File: config.mk
export PLATFORM = sky130hd
export DESIGN_NAME = countdown_preset_ctrl
export DESIGN_NICKNAME = d
export VERILOG_FILES = /design/src/rtl/countdown_preset_ctrl.sv
export SDC_FILE = /design/constraint.sdc
export NUM_CORES = 1
export LEC_CHECK = 0
export CAP_MARGIN = 40
export CORE_ASPECT_RATIO = 0.6
export CORE_MARGIN = 5
export CORE_UTILIZATION = 50
export CTS_BUF_LIST = sky130_fd_sc_hd__clkbuf_8
export DETAILED_ROUTE_END_ITERATION = 8
export GPL_TIMING_DRIVEN = 1
export PLACE_DENSITY = 0.74
export REMOVE_ABC_BUFFERS = 1
export SYNTH_ARGS = -nofsm -noshare
export SYNTH_HDL_FRONTEND = slang
export SYNTH_SLANG_ARGS = --single-unit
File: constraint.sdc
create_clock -name clk -period 5.2 [get_ports clk]
set_clock_uncertainty 0.15 [all_clocks]
set_input_delay 0.52 -clock clk [delete_from_list [all_inputs] [get_ports clk]]
set_output_delay 0.52 -clock clk [all_outputs]
set_load 0.02 [all_outputs]
File: src/rtl/countdown_preset_ctrl.sv
// rtl/countdown_preset_ctrl.sv - count-down preset entry, load strobe and end-of-count alarm
module countdown_preset_ctrl #(
    parameter int MAX_MIN      = 59,
    parameter int REPEAT_DELAY = 500,
    parameter int REPEAT_RATE  = 100,
    parameter int ALARM_TICKS  = 3000
) (
    input  logic       clk,
    input  logic       rst_n,
    input  logic       tick,
    input  logic       set_btn,
    input  logic       inc_btn,
    input  logic       dec_btn,
    input  logic       running,
    input  logic       dir,
    input  logic       at_zero,
    output logic [6:0] preset_min,
    output logic [5:0] preset_sec,
    output logic       load_pulse,
    output logic [1:0] edit_mode,
    output logic       alarm
);

    localparam int HOLD_MAX = (REPEAT_DELAY > REPEAT_RATE) ? REPEAT_DELAY : REPEAT_RATE;
    localparam int HOLD_W   = $clog2(HOLD_MAX + 1);
    localparam int ALARM_W  = $clog2(ALARM_TICKS + 1);

    localparam logic [6:0]         MAX_MIN_V   = 7'(MAX_MIN);
    localparam logic [5:0]         MAX_SEC_V   = 6'd59;
    localparam logic [HOLD_W-1:0]  DELAY_LAST  = HOLD_W'(REPEAT_DELAY - 1);
    localparam logic [HOLD_W-1:0]  RATE_LAST   = HOLD_W'(REPEAT_RATE - 1);
    localparam logic [ALARM_W-1:0] ALARM_LAST  = ALARM_W'(ALARM_TICKS - 1);

    typedef enum logic [1:0] {
        S_IDLE    = 2'd0,
        S_SET_MIN = 2'd1,
        S_SET_SEC = 2'd2,
        S_ALARM   = 2'd3
    } state_t;

    state_t             r_state;
    state_t             w_state_nxt;
    logic [6:0]         r_min;
    logic [6:0]         w_min_nxt;
    logic [5:0]         r_sec;
    logic [5:0]         w_sec_nxt;
    logic               r_load;
    logic               w_load_nxt;
    logic [1:0]         r_edit;
    logic [1:0]         w_edit_nxt;
    logic               r_alarm;
    logic               w_alarm_nxt;
    logic [ALARM_W-1:0] r_alarm_cnt;
    logic [ALARM_W-1:0] w_alarm_cnt_nxt;

    // Previous samples for rise detection
    logic r_set_q;
    logic r_inc_q;
    logic r_dec_q;
    logic r_zero_q;

    // Auto-repeat state shared by inc and dec (only one can be active at a time)
    logic [HOLD_W-1:0] r_hold_cnt;
    logic [HOLD_W-1:0] w_hold_nxt;
    logic              r_repeating;
    logic              w_rep_nxt;

    logic w_set_rise;
    logic w_inc_rise;
    logic w_dec_rise;
    logic w_zero_rise;
    logic w_any_rise;
    logic w_inc_only;
    logic w_dec_only;
    logic w_step;
    logic w_step_inc;
    logic w_step_dec;

    assign w_set_rise  = set_btn & ~r_set_q;
    assign w_inc_rise  = inc_btn & ~r_inc_q;
    assign w_dec_rise  = dec_btn & ~r_dec_q;
    assign w_zero_rise = at_zero & ~r_zero_q;
    assign w_any_rise  = w_set_rise | w_inc_rise | w_dec_rise;
    assign w_inc_only  = inc_btn & ~dec_btn;
    assign w_dec_only  = dec_btn & ~inc_btn;
    assign w_step_inc  = w_step & w_inc_only;
    assign w_step_dec  = w_step & w_dec_only;

    // Register button and at_zero samples for edge detection
    always_ff @(posedge clk or negedge rst_n) begin
        if (!rst_n) begin
            r_set_q  <= 1'b0;
            r_inc_q  <= 1'b0;
            r_dec_q  <= 1'b0;
            r_zero_q <= 1'b0;
        end else begin
            r_set_q  <= set_btn;
            r_inc_q  <= inc_btn;
            r_dec_q  <= dec_btn;
            r_zero_q <= at_zero;
        end
    end

    // Step generation: immediate step on rise, then delay and periodic repeat while held
    always_comb begin
        w_hold_nxt = r_hold_cnt;
        w_rep_nxt  = r_repeating;
        w_step     = 1'b0;
        if (!(w_inc_only || w_dec_only)) begin
            // Released, or both held together: no steps, restart the hold timing
            w_hold_nxt = '0;
            w_rep_nxt  = 1'b0;
        end else if ((w_inc_only && w_inc_rise) || (w_dec_only && w_dec_rise)) begin
            w_hold_nxt = '0;
            w_rep_nxt  = 1'b0;
            w_step     = 1'b1;
        end else if (tick) begin
            if (!r_repeating) begin
                if (r_hold_cnt >= DELAY_LAST) begin
                    w_step     = 1'b1;
                    w_rep_nxt  = 1'b1;
                    w_hold_nxt = '0;
                end else begin
                    w_hold_nxt = r_hold_cnt + 1'b1;
                end
            end else begin
                if (r_hold_cnt >= RATE_LAST) begin
                    w_step     = 1'b1;
                    w_hold_nxt = '0;
                end else begin
                    w_hold_nxt = r_hold_cnt + 1'b1;
                end
            end
        end
    end

    // Hold counter and repeat flag registers
    always_ff @(posedge clk or negedge rst_n) begin
        if (!rst_n) begin
            r_hold_cnt  <= '0;
            r_repeating <= 1'b0;
        end else begin
            r_hold_cnt  <= w_hold_nxt;
            r_repeating <= w_rep_nxt;
        end
    end

    // Next-state, preset stepping and registered-output decode
    always_comb begin
        w_state_nxt     = r_state;
        w_min_nxt       = r_min;
        w_sec_nxt       = r_sec;
        w_load_nxt      = 1'b0;
        w_alarm_cnt_nxt = r_alarm_cnt;
        w_edit_nxt      = 2'd0;
        w_alarm_nxt     = 1'b0;
        case (r_state)
            S_IDLE: begin
                if (w_zero_rise && running && !dir) begin
                    w_state_nxt     = S_ALARM;
                    w_alarm_cnt_nxt = '0;
                end else if (w_set_rise && !running) begin
                    w_state_nxt = S_SET_MIN;
                end
            end
            S_SET_MIN: begin
                if (running) begin
                    w_state_nxt = S_IDLE;
                end else if (w_set_rise) begin
                    w_state_nxt = S_SET_SEC;
                end else if (w_step_inc) begin
                    w_min_nxt = (r_min >= MAX_MIN_V) ? 7'd0 : r_min + 7'd1;
                end else if (w_step_dec) begin
                    w_min_nxt = (r_min == 7'd0 || r_min > MAX_MIN_V) ? MAX_MIN_V : r_min - 7'd1;
                end
            end
            S_SET_SEC: begin
                if (running) begin
                    w_state_nxt = S_IDLE;
                end else if (w_set_rise) begin
                    w_state_nxt = S_IDLE;
                    w_load_nxt  = 1'b1;
                end else if (w_step_inc) begin
                    w_sec_nxt = (r_sec >= MAX_SEC_V) ? 6'd0 : r_sec + 6'd1;
                end else if (w_step_dec) begin
                    w_sec_nxt = (r_sec == 6'd0 || r_sec > MAX_SEC_V) ? MAX_SEC_V : r_sec - 6'd1;
                end
            end
            S_ALARM: begin
                // Any button rise acknowledges and is swallowed here
                if (w_any_rise) begin
                    w_state_nxt = S_IDLE;
                end else if (tick) begin
                    if (r_alarm_cnt >= ALARM_LAST) begin
                        w_state_nxt = S_IDLE;
                    end else begin
                        w_alarm_cnt_nxt = r_alarm_cnt + 1'b1;
                    end
                end
            end
            default: begin
                w_state_nxt = S_IDLE;
            end
        endcase
        case (w_state_nxt)
            S_SET_MIN: w_edit_nxt = 2'd1;
            S_SET_SEC: w_edit_nxt = 2'd2;
            default:   w_edit_nxt = 2'd0;
        endcase
        w_alarm_nxt = (w_state_nxt == S_ALARM);
    end

    // State and registered outputs
    always_ff @(posedge clk or negedge rst_n) begin
        if (!rst_n) begin
            r_state     <= S_IDLE;
            r_min       <= 7'd1;
            r_sec       <= 6'd0;
            r_load      <= 1'b0;
            r_edit      <= 2'd0;
            r_alarm     <= 1'b0;
            r_alarm_cnt <= '0;
        end else begin
            r_state     <= w_state_nxt;
            r_min       <= w_min_nxt;
            r_sec       <= w_sec_nxt;
            r_load      <= w_load_nxt;
            r_edit      <= w_edit_nxt;
            r_alarm     <= w_alarm_nxt;
            r_alarm_cnt <= w_alarm_cnt_nxt;
        end
    end

    assign preset_min = r_min;
    assign preset_sec = r_sec;
    assign load_pulse = r_load;
    assign edit_mode  = r_edit;
    assign alarm      = r_alarm;

endmodule

==> reports/metrics.csv, run 1 <==
metric;value;unit
Die W;108;um
1st-iter DRT viols;147;
layout cell share with drive strength beyond 1;0.0725;
Crit Path Class;primary input to flip-flop;
clk buf depth;2;
Syn Inst Count;321;
Pre-antenna DRT Iters;5;
number of synthesized flops with an enable pin;0;
clock sink count;45;
Final Hold Vio Count;0;
first-pass GRT wire length;10.8;mm
Max-Cap Viols;0;
CTS root buf;clkbuf_8;
Syn Std Cell Area;0.00287;mm2
total CTS buffers;5;
area share of the largest cell type after synthesis;0.383;
Tightest Pin Transition;0.676;ns
non-filler cells, final;425;
Routed WL per cell;14.9;um
crit path time final;3.04;ns
maximum number of pins on one net before global-route repair;37;
Layout Nets;363;
Placement Rows;21;
Setup TNS;0;ns
Final Core Density;0.587;
IO buf count;25;
Congestion Overflow GR;0;
status;completed;
Critical Path RT;5.23;ns
simple-gate share of the synthesized area;0.239;
period utilization;0.585;
Max Freq;329;MHz
initial antenna violation count;0;
CTS tree;yes;
most instantiated cells after synthesis;dfrtp_1, nor2_1, nand2_1;
Post-CTS Resized;0;
core area;0.00557;mm2
H-tree depth;2;
r2r startpoint;r_hold_cnt[0];
Cell Pwr Density;285;mW/mm2
Synth Area in Compound Gates;0.223;
Adder-Cell Fraction of Synth Area;0.0435;
Starting Density;0.516;
Avg Inst Size Synth;8.95;um2
HP Start;r_alarm_cnt[11];
Synth area leader;dfrtp_1;
top-count cell post-synth;dfrtp_1;
path depth of the worst reg2reg path;8;
# IOs;26;
GRT Util Overall;0.183;
LEAKAGE;1.38;nW
WHS;0.358;ns
RD Place Congestion;0.926;
RSZ-0062 raised after global routing;no;
# diodes;0;
FFs w/ async S/R, synth;1.00;
Final setup viols;0;
register bit total from synthesis;45;
DRC Markers;0;
worst rel slew slack;0.545;
top post-synthesis cells by area;dfrtp_1, ha_1, nor2_1;
vias per cell;5.87;
mux share of post-synthesis cell area;0.00740;
reg-to-reg slack, setup;2.40;ns
Area growth, synth to finish;13.8;%
type of origin of the critical path;primary input;
Arr. time, crit path;3.08;ns
dpl hpwl;4.69;mm
Fillers;500;
crit path capture;preset_min[3];
vias in the first global route;2243;
Top FF cell, synth;dfrtp_1;
Clock transition at path regs;0.08;ns
Max Slew Vio Count;0;
Tightest Hold Check Type;flip-flop to flip-flop;
DP Cell Count;416;
via count;2496;
Netlist cell types;65;
Crit. Startpoint;inc_btn;
Peak VDD IR;0.226;mV
Seq/Total Area, Yosys;0.392;
critical register-to-register path endpoint;preset_min[3];
Final ANT Viol Nets;0;
largest family of logic cells by synthesized area;simple AND/OR/NAND/NOR gates;
chip height;68.7;um
nature of the critical path endpoint;flip-flop;
WL final;6.34;mm
CP Max Fanout;24;
die area;0.00741;mm2
Syn. warnings;0;
Clock Latency Late Sink;0.30;ns
XOR/XNOR Fraction of Synth Area;0.0457;
-- how the worst min path moves through the flow --
stage                 endpoint  depth (start not counted)
3_3_place_gp   r_alarm_cnt[11]                          2
6_report       r_alarm_cnt[11]                          2
5_1_grt          r_hold_cnt[6]                          1
3_5_place_dp           r_set_q                          1
2_1_floorplan            alarm                          0
4_1_cts        r_alarm_cnt[11]                          2
-- cell usage in the layout, fill, tap and decap left out, types with 4 or more instances in the layout --
cell / synthesis / layout
dfrtp_1: 44 / 44
nor2_1: 29 / 29
clkdlybuf4s50_1: 0 / 24
nand2_1: 23 / 23
inv_1: 18 / 18
a21oi_1: 18 / 18
nand3_1: 15 / 15
and3_1: 13 / 13
o21ai_0: 13 / 13
nor3_1: 13 / 13
xnor2_1: 10 / 10
ha_1: 10 / 10
nand4_1: 8 / 8
a31oi_1: 7 / 7
xor2_1: 5 / 5
clkbuf_8: 0 / 5
o22a_1: 4 / 4
nand3b_1: 4 / 4
a32oi_1: 4 / 4
-- metrics by stage --
stage	total power [mW]	cell area, um2	worst slack (ns)
final	0.931	3270	2.16
after global routing	0.996	3270	2.01
after CTS	0.939	3270	2.18
after detailed placement	0.724	3170	1.87
after global placement	0.718	3150	2.02
after floorplan	0.620	2800	2.29
-- worst max-delay path, stage by stage --
cell             delay, ns
clkdlybuf4s50_1       0.55
inv_1                 0.06
ha_1                  0.23
and3b_1               0.18
o311ai_0              0.51
a31oi_1               0.08
buf_4                 0.24
and2b_1               0.34
a32oi_1               0.14
o22a_1                0.22
-- layout make-up --
cell class	instances	area, um2	share of cell area
Inverter	18	67.6	0.0207
Multi-Input combinational cell	246	1610	0.491
Clock inverter	3	17.5	0.00536
Tap cell	80	100	0.0306
Clock buffer	5	68.8	0.0210
Timing Repair Buffer	28	283	0.0865
Sequential cell	45	1130	0.345
-- what timing repair did --
action / 4_1_cts / 5_1_grt
hold buffers: 1 / 0
endpoints found under the hold margin: 9 / 0
setup endpoints to repair: 0 / 0
setup buffers: 0 / 0
-- state kept, by name (all words and copies together) (netlist names) --
| signal | flops |
|---|---|
| r_repeating | 1 |
| r_hold_cnt | 9 |
| r_dec_q | 1 |
| r_alarm_cnt | 12 |
| preset_sec | 6 |
| edit_mode | 2 |
| alarm | 1 |
| r_inc_q | 1 |
| r_zero_q | 1 |
| load_pulse | 1 |
| r_set_q | 1 |
| r_state | 2 |
| preset_min | 7 |
-- metal layers --
layer / wire length, um / global-route usage / share of wire
met1: 3280 / 0.280 / 0.52
met2: 2600 / 0.263 / 0.41
met3: 419 / 0.0456 / 0.066
met4: 35 / 0.0331 / 0.0055
met5: 0 / 0 / 0
-- logic make-up (layout without fill, tap and decap cells) --
kind of cell	count (synthesis)	count (layout)
flip-flops	45	45
adder cells (fa/ha/maj)	10	10
buffers and inverters	30	54
XOR/XNOR	15	15
AO/OA/AOI/OAI	88	88
AND/OR/NAND/NOR	131	131
multiplexers	2	2
-- report_power, final --
group / leakage (nW) / internal (mW) / switching [mW]
sequential: 0.588 / 0.386 / 0.0450
clock: 0.0439 / 0.0928 / 0.118
combinational: 0.751 / 0.117 / 0.172
Power figures use the tool's default switching activity.
==> run 2, diff against run 1 <==
--- a/config.mk
+++ b/config.mk
@@ -12,7 +12,7 @@
 export CTS_BUF_LIST = sky130_fd_sc_hd__clkbuf_8
 export DETAILED_ROUTE_END_ITERATION = 8
 export GPL_TIMING_DRIVEN = 1
-export PLACE_DENSITY = 0.74
+export PLACE_DENSITY = 0.77
 export REMOVE_ABC_BUFFERS = 1
 export SYNTH_ARGS = -nofsm -noshare
 export SYNTH_HDL_FRONTEND = slang
==> constraint.sdc (replaced) <==
create_clock -name clk -period 2.7 [get_ports clk]
set_clock_uncertainty 0.15 [all_clocks]
set_input_delay 0.27 -clock clk [delete_from_list [all_inputs] [get_ports clk]]
set_output_delay 0.27 -clock clk [all_outputs]
set_load 0.02 [all_outputs]
==> run 2 against run 1 <==
Count of clock-buffer cells in the layout up 1; worst setup slack got worse by 2.0 ns; utilization is 2.6 points higher; cell count grew 4.5%; via count rose by 3.7%; worst hold slack worse by 0.068 ns; first-iteration DRC count grew 17%; power grew 99%; critical path depth down 2.
==> reports/metrics.csv, run 2 (synthesized netlist as in run 1, its figures left out) <==
metric;value;unit;change
period utilization;0.959;;
Met1 Wirelength;3.57;mm;+9.1%
maximum number of pins on one net before global-route repair;27;;-27%
critical path, cell by cell;ha_1 -> a2111o_1 -> a32oi_2 -> a31oi_2 -> buf_4 -> nand3b_1 -> a211o_1 -> nand4_1;;
Final ANT Viol Nets;0;;unchanged
slowest CP cell;a2111o_1;;
CTS root buf;clkbuf_8;;
crit path time final;2.59;ns;
chip height;68.7;um;unchanged
critical register-to-register path endpoint;preset_min[2];;
met3 WL;370;um;-12%
GRT Util Overall;0.196;;+0.0122
Clock transition at path regs;0.08;ns;about the same
Seq. cell area;0.00113;mm2;unchanged
IO buf count;25;;unchanged
Die W;108;um;unchanged
CP Max Fanout;11;;-54%
WHS;0.290;ns;-0.0683 ns
RD Place Congestion;0.890;;-3.9%
Peak VDD IR;0.400;mV;+77%
total power;1.86;mW;+99%
Cell Pwr Density;543;mW/mm2;+91%
multi-input logic area;0.00161;mm2;+0.47%
Max Slew Vio Count;0;;unchanged
Crit path depth;8;;-2
dpl hpwl;5.10;mm;+8.6%
vias per cell;5.83;;-0.75%
Clock Latency Late Sink;0.30;ns;about the same
register with the most flip-flops;r_alarm_cnt;;
clock sink count;45;;unchanged
initial antenna violation count;0;;unchanged
Max Freq;386;MHz;
RSZ-0062 raised after global routing;no;;
# diodes;0;;unchanged
CTS tree;yes;;
H-tree depth;2;;unchanged
layout cell share with drive strength beyond 1;0.124;;+0.0512
vias in the first global route;2396;;+6.8%
Congestion Overflow GR;0;;unchanged
WL final;6.74;mm;+6.4%
met2 wire len;2.79;mm;+7.1%
# IOs;26;;unchanged
total CTS buffers;5;;unchanged
r2r startpoint;r_hold_cnt[0];;
clk buf depth;2;;unchanged
Layout Nets;383;;+5.5%
worst path buffer plus inverter count;1;;-2
Tightest Hold Check Type;primary input to flip-flop;;
Max-Cap Viols;0;;unchanged
Fillers;487;;-2.6%
reg-to-reg slack, setup;0.11;ns;-2.29 ns
die area;0.00741;mm2;unchanged
CP max stage delay;0.48;ns;-0.07 ns
Final Core Density;0.613;;+0.0261
number of flip-flops in the largest register;12;;unchanged
HP Start;at_zero;;
Routed WL per cell;15.2;um;+1.9%
commonest non-fill, non-tap cell in the layout;dfrtp_1;;
DRC Markers;0;;unchanged
via count;2588;;+3.7%
Tightest Pin Transition;0.663;ns;-0.0129 ns
Placement Rows;21;;unchanged
Final Hold Vio Count;0;;unchanged
path depth of the worst reg2reg path;8;;unchanged
Starting Density;0.516;;unchanged
Crit Path Class;flip-flop to flip-flop;;
status;completed;;
nature of the critical path endpoint;flip-flop;;
Hold EP;r_zero_q;;
Area growth, synth to finish;18.8;%;
top cell family by delay on the critical path;compound AO/OA/AOI/OAI gates;;
Arr. time, crit path;2.67;ns;-0.41 ns
Critical Path RT;2.78;ns;-2.45 ns
worst rel slew slack;0.553;;+0.00870
commonest cells after routing, fill and taps aside;dfrtp_1, nor2_1, clkdlybuf4s50_1;;
core area;0.00557;mm2;unchanged
Pre-antenna DRT Iters;5;;unchanged
first-pass GRT wire length;11.5;mm;+6.7%
max layer used;met4;;
LEAKAGE;1.48;nW;+7.1%
1st-iter DRT viols;172;;+17%
type of origin of the critical path;flip-flop;;
Final setup viols;0;;unchanged
WHS Path Cells;1;;-1
==> run 2: changes by cell type in the layout (fill, tap and decap cells not counted), sizes merged <==
cell	before	now
clkbuf	5	6
clkinvlp	1	0
buf	3	23
clkinv	2	0
inv	18	19
==> run 2: metrics by stage <==
| step | instance area (um2) | std cells | TNS [ns] | setup slack (ns) |
|---|---|---|---|---|
| 6_report | 3410 | 444 | 0 | 0.110 |
| 2_1_floorplan | 2800 | 309 | -0.202 | -0.0873 |
| 5_1_grt | 3410 | 444 | 0 | 0.00939 |
| 3_3_place_gp | 3310 | 435 | -0.131 | -0.0599 |
| 3_5_place_dp | 3310 | 435 | -0.315 | -0.118 |
| 4_1_cts | 3410 | 443 | 0 | 0.129 |
==> run 2: final cells by class <==
type | instances | share of cell area
repair buffers | 48 | 0.123
well taps | 80 | 0.0293
inverters | 18 | 0.0198
multi-input cells | 246 | 0.472
clock inverters | 1 | 0.00110
flip-flops and latches | 45 | 0.330
clock buffers | 6 | 0.0242
==> run 2: layer usage <==
| metal | vias up | GRT usage |
|---|---|---|
| met5 | - | 0 |
| met4 | 0 | 0.0362 |
| met3 | 2 | 0.0474 |
| met2 | 73 | 0.294 |
| met1 | 1236 | 0.289 |
| li1 | 1277 | - |
==> run 2: how the worst max path moves through the flow <==
stage / start / endpoint
after global routing: r_hold_cnt[0] / preset_min[2]
final: r_hold_cnt[0] / preset_min[2]
after floorplan: r_hold_cnt[0] / preset_min[3]
after global placement: inc_btn / preset_min[1]
after CTS: r_hold_cnt[0] / preset_min[2]
after detailed placement: inc_btn / preset_min[1]
==> run 2: power by group <==
part	internal [mW]	switching, mW
sequential	0.743	0.0896
clock	0.200	0.220
combinational	0.258	0.346
==> run 2: repair_timing <==
item | 4_1_cts | 5_1_grt
setup buffers | 0 | 1
setup endpoints to repair | 0 | 3
hold buffers | 1 | 0
resized for setup | 0 | 1
endpoints found under the hold margin | 24 | 0
